--- src/rtl/calc_pkg.sv ---
// Shared types and constants for the calculator sequencing controller.
package calc_pkg;

  localparam int OPW  = 8;
  localparam int RESW = 16;
  localparam int ITER = 8;

  typedef enum logic [1:0] {
    OP_ADD = 2'b00,
    OP_SUB = 2'b01,
    OP_MUL = 2'b10,
    OP_DIV = 2'b11
  } op_t;

  typedef enum logic [2:0] {
    S_IDLE  = 3'd0,
    S_EXEC  = 3'd1,
    S_WRITE = 3'd2,
    S_DONE  = 3'd3,
    S_CLR   = 3'd4
  } state_t;

  // Widen an operand to result width with zero fill.
  function automatic logic [RESW-1:0] zext(input logic [OPW-1:0] v);
    return {{(RESW-OPW){1'b0}}, v};
  endfunction

endpackage

--- src/rtl/calc_sequencer_muldiv.sv ---
// Eight-step sequential engine: shift-add multiply and restoring divide.
// The result output is the value the engine holds after the step in progress,
// so the caller can register it on the same edge that performs the last step.
module seq_muldiv
  import calc_pkg::*;
(
  input  logic            clk,
  input  logic            rst_n,
  input  logic            load,
  input  logic            div_mode,
  input  logic [OPW-1:0]  a,
  input  logic [OPW-1:0]  b,
  input  logic            step_en,
  output logic            last,
  output logic [RESW-1:0] result
);

  localparam int CNTW = $clog2(ITER);

  logic [CNTW-1:0] cnt;
  logic [RESW-1:0] acc, mcand;
  logic [OPW-1:0]  mplier;
  logic [OPW-1:0]  rem, quot, divisor;

  logic [RESW-1:0] acc_nxt;
  logic [OPW:0]    part;
  logic            ge;
  logic [OPW-1:0]  rem_nxt, quot_nxt;

  // One algorithm step for both engines, evaluated from the current registers.
  always_comb begin
    // NOTE: every output gets a default first so no latch can be inferred.
    acc_nxt  = acc + (mplier[0] ? mcand : '0);
    part     = {rem, quot[OPW-1]};
    ge       = (part >= {1'b0, divisor});
    rem_nxt  = ge ? (part[OPW-1:0] - divisor) : part[OPW-1:0];
    quot_nxt = {quot[OPW-2:0], ge};
    result   = div_mode ? {rem_nxt, quot_nxt} : acc_nxt;
    last     = (cnt == CNTW'(ITER - 1));
  end

  // Load operands on accept, then advance one step per enabled cycle.
  always_ff @(posedge clk) begin
    // NOTE: reset is synchronous, so it is just the first branch of the clocked block.
    if (!rst_n) begin
      cnt     <= '0;
      acc     <= '0;
      mcand   <= '0;
      mplier  <= '0;
      rem     <= '0;
      quot    <= '0;
      divisor <= '0;
    end else if (load) begin
      // NOTE: non-blocking assignments so every register samples pre-edge values.
      cnt     <= '0;
      acc     <= '0;
      mcand   <= zext(a);
      mplier  <= b;
      rem     <= '0;
      quot    <= a;
      divisor <= b;
    end else if (step_en) begin
      cnt     <= cnt + CNTW'(1);
      acc     <= acc_nxt;
      mcand   <= {mcand[RESW-2:0], 1'b0};
      mplier  <= {1'b0, mplier[OPW-1:1]};
      rem     <= rem_nxt;
      quot    <= quot_nxt;
    end
  end

endmodule

--- src/rtl/calc_sequencer.sv ---
// Sequencing controller for the calculator result register: captures an
// operation, runs it, and issues exactly one load pulse per result or clear.
module calc_sequencer
  import calc_pkg::*;
(
  input  logic            clk,
  input  logic            rst_n,
  input  logic            start,
  input  logic            clear,
  input  logic [OPW-1:0]  a,
  input  logic [OPW-1:0]  b,
  input  logic [1:0]      op,
  output logic            res_en,
  output logic [RESW-1:0] res_d,
  output logic            busy,
  output logic            done,
  output logic            err
);

  state_t          state, nxt;
  logic [OPW-1:0]  a_q, b_q;
  op_t             op_q;
  logic            accept, is_md, step_en, last;
  logic [RESW-1:0] md_result, wr_data;

  assign accept  = (state == S_IDLE) && start && !clear;
  assign is_md   = (op_q == OP_MUL) || (op_q == OP_DIV);
  assign step_en = (state == S_EXEC) && is_md && !clear;

  seq_muldiv u_muldiv (
    .clk      (clk),
    .rst_n    (rst_n),
    .load     (accept),
    .div_mode (op_q == OP_DIV),
    .a        (a),
    .b        (b),
    .step_en  (step_en),
    .last     (last),
    .result   (md_result)
  );

  // Data written on WRITE: single-cycle add/sub, otherwise the engine output.
  always_comb begin
    wr_data = md_result;
    case (op_q)
      OP_ADD:  wr_data = zext(a_q) + zext(b_q);
      OP_SUB:  wr_data = zext(a_q) - zext(b_q);
      default: wr_data = md_result;
    endcase
  end

  // Next-state decision; clear overrides everything except reset.
  always_comb begin
    nxt = state;
    if (clear) begin
      nxt = S_CLR;
    end else begin
      case (state)
        S_IDLE:  if (start) nxt = S_EXEC;
        S_EXEC:  if (!is_md || last) nxt = S_WRITE;
        S_WRITE: nxt = S_DONE;
        S_DONE:  nxt = S_IDLE;
        S_CLR:   nxt = S_IDLE;
        default: nxt = S_IDLE;
      endcase
    end
  end

  // State, operand capture and outputs registered from the next state.
  always_ff @(posedge clk) begin
    if (!rst_n) begin
      state  <= S_IDLE;
      a_q    <= '0;
      b_q    <= '0;
      op_q   <= OP_ADD;
      res_en <= 1'b0;
      res_d  <= '0;
      busy   <= 1'b0;
      done   <= 1'b0;
      err    <= 1'b0;
    end else begin
      state <= nxt;
      if (accept) begin
        a_q  <= a;
        b_q  <= b;
        op_q <= op_t'(op);
      end
      res_en <= (nxt == S_WRITE) || (nxt == S_CLR);
      busy   <= (nxt == S_EXEC) || (nxt == S_WRITE) || (nxt == S_CLR);
      done   <= (nxt == S_DONE);
      if (nxt == S_CLR)
        res_d <= '0;
      else if (nxt == S_WRITE)
        res_d <= wr_data;
      if (clear || accept)
        err <= 1'b0;
      else if (state == S_EXEC && nxt == S_WRITE && op_q == OP_DIV && b_q == '0)
        err <= 1'b1;
    end
  end

endmodule

--- config.mk ---
export PLATFORM = sky130hd
export DESIGN_NAME = calc_sequencer
export DESIGN_NICKNAME = d
export VERILOG_FILES = /design/src/rtl/calc_pkg.sv /design/src/rtl/calc_sequencer_muldiv.sv /design/src/rtl/calc_sequencer.sv
export SDC_FILE = /design/constraint.sdc
export NUM_CORES = 1
export LEC_CHECK = 0
export BUFFER_PORTS_ARGS = -buffer_cell sky130_fd_sc_hd__buf_2
export CAP_MARGIN = 30
export CORE_MARGIN = 3
export CORE_UTILIZATION = 60
export CTS_BUF_LIST = sky130_fd_sc_hd__clkbuf_16
export DETAILED_ROUTE_END_ITERATION = 8
export GPL_ROUTABILITY_DRIVEN = 0
export PLACE_DENSITY = 0.8
export SKIP_LAST_GASP = 1
export SYNTH_ARGS = -nofsm -noshare
export SYNTH_HDL_FRONTEND = slang
export SYNTH_SLANG_ARGS = --single-unit
--- constraint.sdc ---
create_clock -name clk -period 4.3 [get_ports clk]
set_clock_uncertainty 0.2 [all_clocks]
set_input_delay 0.86 -clock clk [delete_from_list [all_inputs] [get_ports clk]]
set_output_delay 0.86 -clock clk [all_outputs]
set_load 0.005 [all_outputs]
=== Yosys cells after proc, flatten, opt, wreduce, memory -nomap -nowiden ===
Index checks and enable logic that the tools add are counted.

* Add/subtract/negate cells: 5
* Multiply operators: 0
* Div/mod/pow operators: 0
* $lt $le $gt $ge: 1
* Equality and inequality tests: 10
* Shifts and indexed selects: 0
* Muxes and demuxes: 14
* Bitwise operators: 1
* Reduce and logical (&&, ||, !) cells: 22

{| class="wikitable"
|+ Operators by type and width
! operator !! number
|-
| 2-to-1 mux 8 bit || 7
|-
| 2-to-1 mux 16 bit || 2
|-
| case mux 16 bit (2 select lines) || 1
|-
| adder 16 bit || 1
|-
| adder 8 x 8 -> 9 bit || 1
|-
| == test 3 x 2 -> 1 bit, second input constant || 3
|-
| greater-or-equal comparator 9 x 8 -> 1 bit || 1
|-
| 2-to-1 mux 3 bit || 3
|-
| case mux 3 bit (3 select lines) || 1
|-
| subtractor 8 x 8 -> 9 bit || 1
|-
| zero test 8 bit || 1
|-
| subtractor 8 bit || 1
|-
| logical AND 1 bit || 7
|-
| == test 3 x 1 -> 1 bit, second input constant || 2
|-
| == test 3 bit, second input constant || 2
|-
| logical OR 1 bit || 6
|-
| OR reduction 2 bit || 3
|-
| == test 2 bit, second input constant || 2
|-
| adder 3 x 1 -> 3 bit, second input constant || 1
|-
| zero test 3 bit || 1
|-
| == test 2 x 1 -> 1 bit, second input constant || 1
|-
| zero test 1 bit || 2
|-
| zero test 2 bit || 1
|-
| nonzero test 2 bit || 1
|-
| inverter 1 bit || 1
|}

* Bits in registers: 100
* Bits in latches: 0
* Memory bits (writable): 0
* Memory bits (read-only): 0
* Input port bits: 22
* Word-level logic and storage cells: 69
* Memories kept: 0

=== Depth between registers and ports, before layout ===
* Word-level depth: 11
* Depth in mapped cells: 12

=== Hierarchy ===
Synthesis repeated with hierarchy kept, for this count alone.

* Cell total of the unflattened synthesis: 753
* Area total of the unflattened synthesis: 6409.9 um^2

{| class="wikitable"
|+ Modules (own cells, without submodules)
! module !! instances !! cells each !! area an instance (um^2) !! sequential area each (um^2)
|-
| seq_muldiv || 1 || 443 || 3943.8 || 1341.3
|-
| calc_sequencer || 1 || 310 || 2466.1 || 820.8
|}

=== Worst setup path after synthesis ===
Ideal clock, no wire load.

* Path type: register to register
* Start: register u_muldiv.mplier[0]
* End: register res_d[12]
* Library setup time: 0.123 ns
* Data arrival time: 2.483 ns
* Required time: 3.977 ns
* Slack: 1.494 ns
* Stages on the path, launching flop included: 13
* Buffers on the path: 1
* Clock period less this slack: 2.806 ns
* Cells stage by stage: dfxtp_1 > clkbuf_1 > and2_1 > ha_1 > fa_1 > a21o_1 > a22oi_1 > a21oi_1 > a41o_1 > a21oi_1 > xnor2_1 > a221oi_1 > nor2_1

* Word-level cells in the longest chain between the ends: 4

{| class="wikitable"
|+ RTL lines
! item !! line !! source
|-
| start: declaration || calc_sequencer_muldiv.sv:22 || <nowiki>logic [OPW-1:0] mplier;</nowiki>
|-
| start signal: assignment || calc_sequencer_muldiv.sv:66 || <nowiki>mplier <= {1'b0, mplier[OPW-1:1]};</nowiki>
|-
| 2-to-1 mux 16 bit || calc_sequencer_muldiv.sv:33 || <nowiki>acc_nxt = acc + (mplier[0] ? mcand : '0);</nowiki>
|-
| adder 16 bit || calc_sequencer_muldiv.sv:33 ||
|-
| 2-to-1 mux 16 bit || calc_sequencer_muldiv.sv:38 || <nowiki>result = div_mode ? {rem_nxt, quot_nxt} : acc_nxt;</nowiki>
|-
| case mux 16 bit (2 select lines) || calc_sequencer.sv:45 || <nowiki>case (op_q)</nowiki>
|-
| end signal: assignment || calc_sequencer.sv:94 || <nowiki>res_d <= wr_data;</nowiki>
|-
| end: declaration || calc_sequencer.sv:14 || <nowiki>output logic [RESW-1:0] res_d,</nowiki>
|}

No other way between the ends.
A chain may end at the register's enable or synchronous reset.

=== Final worst setup path ===
* Start: register u_muldiv.divisor[1]
* End: register res_d[11]

* Word-level cells in the longest chain between the ends: 4
* Elaborated cells on any way between the ends: 6
* Classes of those cells: 2 x add/sub; 1 x order compare; 3 x mux

{| class="wikitable"
|+ RTL lines
! item !! line !! source
|-
| start: declaration || calc_sequencer_muldiv.sv:23 || <nowiki>logic [OPW-1:0] rem, quot, divisor;</nowiki>
|-
| start signal: assignment || calc_sequencer_muldiv.sv:52 || <nowiki>divisor <= '0;</nowiki>
|-
| start signal: assignment || calc_sequencer_muldiv.sv:61 || <nowiki>divisor <= b;</nowiki>
|-
| subtractor 8 bit / greater-or-equal comparator 9 x 8 -> 1 bit (equally long branches) || calc_sequencer_muldiv.sv:36, calc_sequencer_muldiv.sv:35 ||
|-
| 2-to-1 mux 8 bit || calc_sequencer_muldiv.sv:36 || <nowiki>rem_nxt = ge ? (part[OPW-1:0] - divisor) : part[OPW-1:0];</nowiki>
|-
| 2-to-1 mux 16 bit || calc_sequencer_muldiv.sv:38 ||
|-
| case mux 16 bit (2 select lines) * || calc_sequencer.sv:45 ||
|}

Mark *: on every way between the ends. The rest lies on a longest branch, timed or not.

==> impl_results.md <==
- Rows: 34
- Hold path depth: 2
- Finished Cell Area: 6100 um2
- 1st-iter DRT viols: 356
- Min Hold Slack: 262 ps
- Setup Slack @ Placement: 1240 ps
- Area post-placement: 5800 um2
- Post-Syn Nets: 759
- Ys flop type: dfxtp_1
- Die area: ~10000 um2
- Slew Limit Fails: 0
- Largest stage delay, worst path: 790 ps
- Switch Pwr: between 0.5 and 0.6 mW
- Syn Area/Cell: 8.06 um2
- Worst Tran Pin Value: 989 ps
- Async S/R FF share, synth: 0%
- I/O pins: 42
- Routed Wire Length: 14.8 mm
- Post-Syn Instances: 692
- Routed len/inst: ~18 um
- Remaining global-route overflow: 0
- Clock power share: 40.3%
- Final WS setup: 1170 ps
- Yosys reg bits: 100
- Drt drc: 0
- CP Class: register to register
- Syn Std Cell Area: 5580 um2
- Synth cell types: between 50 and 60
- Core box area: 8890 um2
- Worst Hold Endpoint: u_muldiv.mcand[15]
- Max cap viols: 0
- Worst-path clk slew: around 70 ps
- CTS resizes: 0
- Post-CTS Repair Setup Buffers: 0
- # fillers: 711
- Sw Ratio: about a quarter
- Global Route Usage Sum: 29.0%
- DIE WIDTH: 102 um
- Min cycle time layout: roughly 3100 ps
- # hold bufs at CTS: 0
- Post-synthesis sequential area ratio: between 30% and 40%
- Reg2reg start: u_muldiv.divisor[1]
- Worst slew margin: 33.6%
- Startpoint Class: register
- Vert. Die Dim: approximately 100 um
- Total negative setup slack: 0 ps
- Crit path max fanout: 15
- EDFF count, synth: 0
- HPWL after DPL: approximately 11 mm
- Initial antenna violation count: 0
- Maximum vdd drop: 248 uV
- Inserted Diodes: 0
- Cts bufs inserted: 9
- RSZ-0062 raised after global routing: false
- Power Density: between 300 and 400 nW/um2
- Min-delay src: u_muldiv.mcand[15]
- RR Endpoint: res_d[11]
- Share of layout cells above drive strength 1: 10.9%
- Clk_lat worst skew: 350 ps
- Largest net degree at the start of global routing: 58
- Htree depth: 3
- Crit-path cells: inv_1 > ha_1 > nand3_1 > nand3b_1 > a211oi_1 > o21ai_1 > mux2_2 > a221oi_1 > nor2_1
- CP required: 4330 ps
- Final period utilization: between 70% and 80%
- Initial Util: 62.7%
- Leak: 2.58 nW
- Internal: 1.49 mW
- Highest Clock Rate: 320 MHz
- Global-route wire length before repair: around 24 mm
- Flop2flop setup slack: 1170 ps
- Final Hold Viols: 0
- YS warnings: 0
- Vias/cell: 6.19
- Vias in the first global route: 4760
- Final Net Count: 780
- Pre-antenna DRT Iters: 5
- Endpoints failing setup: 0
- Worst setup EP type: register
- Worst hold path type: register to register
- Final ANT Viol Nets: 0
- Longest Clk Path Bufs: 2
- Sum of buffers and inverters on the critical path: 1
- WP data arrival: 3160 ps
- CTS tree: yes
- Root Driver: clkbuf_16
- Largest delay contributor family on the critical path: compound AO/OA/AOI/OAI gates
- Max stage delay cell, worst path: o21ai_1
- Status: complete, no violations
- Sink Count: 100
- Via Count: 5109
- Logic gate share of total power: 11.7%
- Reg power frac: 48.1%
- Worst Reg-to-Reg Cells: 9
- Layout area overhead: 9.29%
- Buffers on Ports: 41
## stage by stage
step | instances | util, % | total power [mW]
3_5_place_dp | 810 | 65.3 | 1.22
6_report | 826 | 68.6 | 2.02
5_1_grt | 826 | 68.6 | 2.09
2_1_floorplan | 692 | - | 1.16
3_3_place_gp | 810 | 65.3 | 1.21
4_1_cts | 826 | 68.6 | 2.02
## synth_stat cells (2+ instances only)
cell type,number,area (um2)
xor2_1,8,70.1
or2_2,3,18.8
a21oi_1,79,395
a211oi_1,10,75.1
buf_2,4,20.0
o21ai_0,35,175
o21a_1,5,37.5
nand2b_1,9,56.3
and2_1,26,163
buf_6,2,22.5
fa_1,4,80.1
o21bai_1,2,15.0
a22oi_1,2,15.0
mux2_2,3,33.8
a41o_1,2,20.0
ha_1,41,513
nor4_1,2,12.5
nor3_1,9,45.0
xnor2_1,19,166
inv_1,23,86.3
dfxtp_1,100,2000
nand3_1,5,25.0
clkbuf_1,28,105
mux2i_1,3,30.0
nand3b_1,2,15.0
a31oi_1,9,56.3
nor2_1,72,270
nand2_1,112,420
nor2b_1,5,31.3
and3_1,5,31.3
a21o_1,12,90.1
o211ai_1,5,37.5
mux4_2,2,45.0
o31a_1,2,17.5
a221oi_1,17,149
nand4_1,3,18.8
## registers in the layout, summed over array words and instances, names as in the netlist
register / flops
done: 1
state: 3
busy: 1
u_muldiv.divisor: 8
res_d: 16
u_muldiv.mplier: 8
u_muldiv.cnt: 3
u_muldiv.mcand: 16
res_en: 1
err: 1
u_muldiv.quot: 8
u_muldiv.acc: 16
u_muldiv.rem: 8
op_q: 2
a_q: 8
## cell usage in the layout (no fill, tap or decap), types with 2 or more instances in the layout
master and n:
a41o_1 2, clkbuf_16 9, inv_1 24, nor2_1 71, nand4_1 3, nand3_1 5
o21a_1 5, a221oi_1 17, nor2b_1 5, mux4_2 2, a21oi_1 79, mux2i_1 3
and3_1 5, nor3_1 9, a22oi_1 2, a211oi_1 10, xor2_1 8, o31a_1 2
a21o_1 12, ha_1 41, buf_4 6, mux2_2 3, fa_1 4, xnor2_1 19
and2_1 26, nor4_1 2, nand3b_1 2, o21ai_0 35, a31oi_1 9, o21bai_1 2
nand2b_1 9, o211ai_1 5, or2_2 3, nand2_1 112, buf_2 41, dfxtp_1 100
## worst max-delay path by stage
stage                                   start         to  slack, ps  cells after the start
after CTS                  u_muldiv.mplier[0]  res_d[12]       1210                     11
after global placement    u_muldiv.divisor[1]  res_d[12]       1310                      8
final                     u_muldiv.divisor[1]  res_d[11]       1170                      9
after global routing      u_muldiv.divisor[1]  res_d[12]        950                      9
after floorplan            u_muldiv.mplier[0]  res_d[12]       1490                     12
after detailed placement   u_muldiv.mplier[0]  res_d[12]       1240                     11
## power by group through the flow
stage	clock, mW	combinational (mW)	sequential, mW
2_1_floorplan	0	0.175	0.983
3_3_place_gp	0	0.224	0.991
3_5_place_dp	0	0.229	0.992
4_1_cts	0.816	0.232	0.971
5_1_grt	0.853	0.261	0.974
6_report	0.815	0.236	0.972
## area by class of cell
cell class	instances	area (um2)	area share, %
flip-flops and latches	100	2000	32.8
repair buffers	47	250	4.11
well taps	108	135	2.22
inverters	23	86.3	1.42
multi-input cells	532	3330	54.6
clock inverters	7	67.6	1.11
clock buffers	9	225	3.69
## cells by family after synthesis
group | Yosys count | synth area share, %
buffers and inverters | 60 | 4.55
flip-flops | 100 | 35.9
AND/OR/NAND/NOR | 256 | 20.2
multiplexers | 8 | 1.95
AO/OA/AOI/OAI | 196 | 22.5
XOR/XNOR | 27 | 4.24
adder cells (fa/ha/maj) | 45 | 10.6
## routing by layer
metal / routed length (um) / part of all wire (%) / global-route usage, %
met4: 410 / 2.8 / 10.6
met3: 1240 / 8.4 / 4.85
met5: 0 / 0 / 0
met1: 6150 / 41 / 38.7
met2: 7030 / 47 / 47.6
## worst min-delay path, stage by stage, from the launching register on
cell	delay (ps)
dfxtp_1	310
nand2_1	50
a21oi_1	50
No activity file was read; power rests on OpenSTA's default activity.
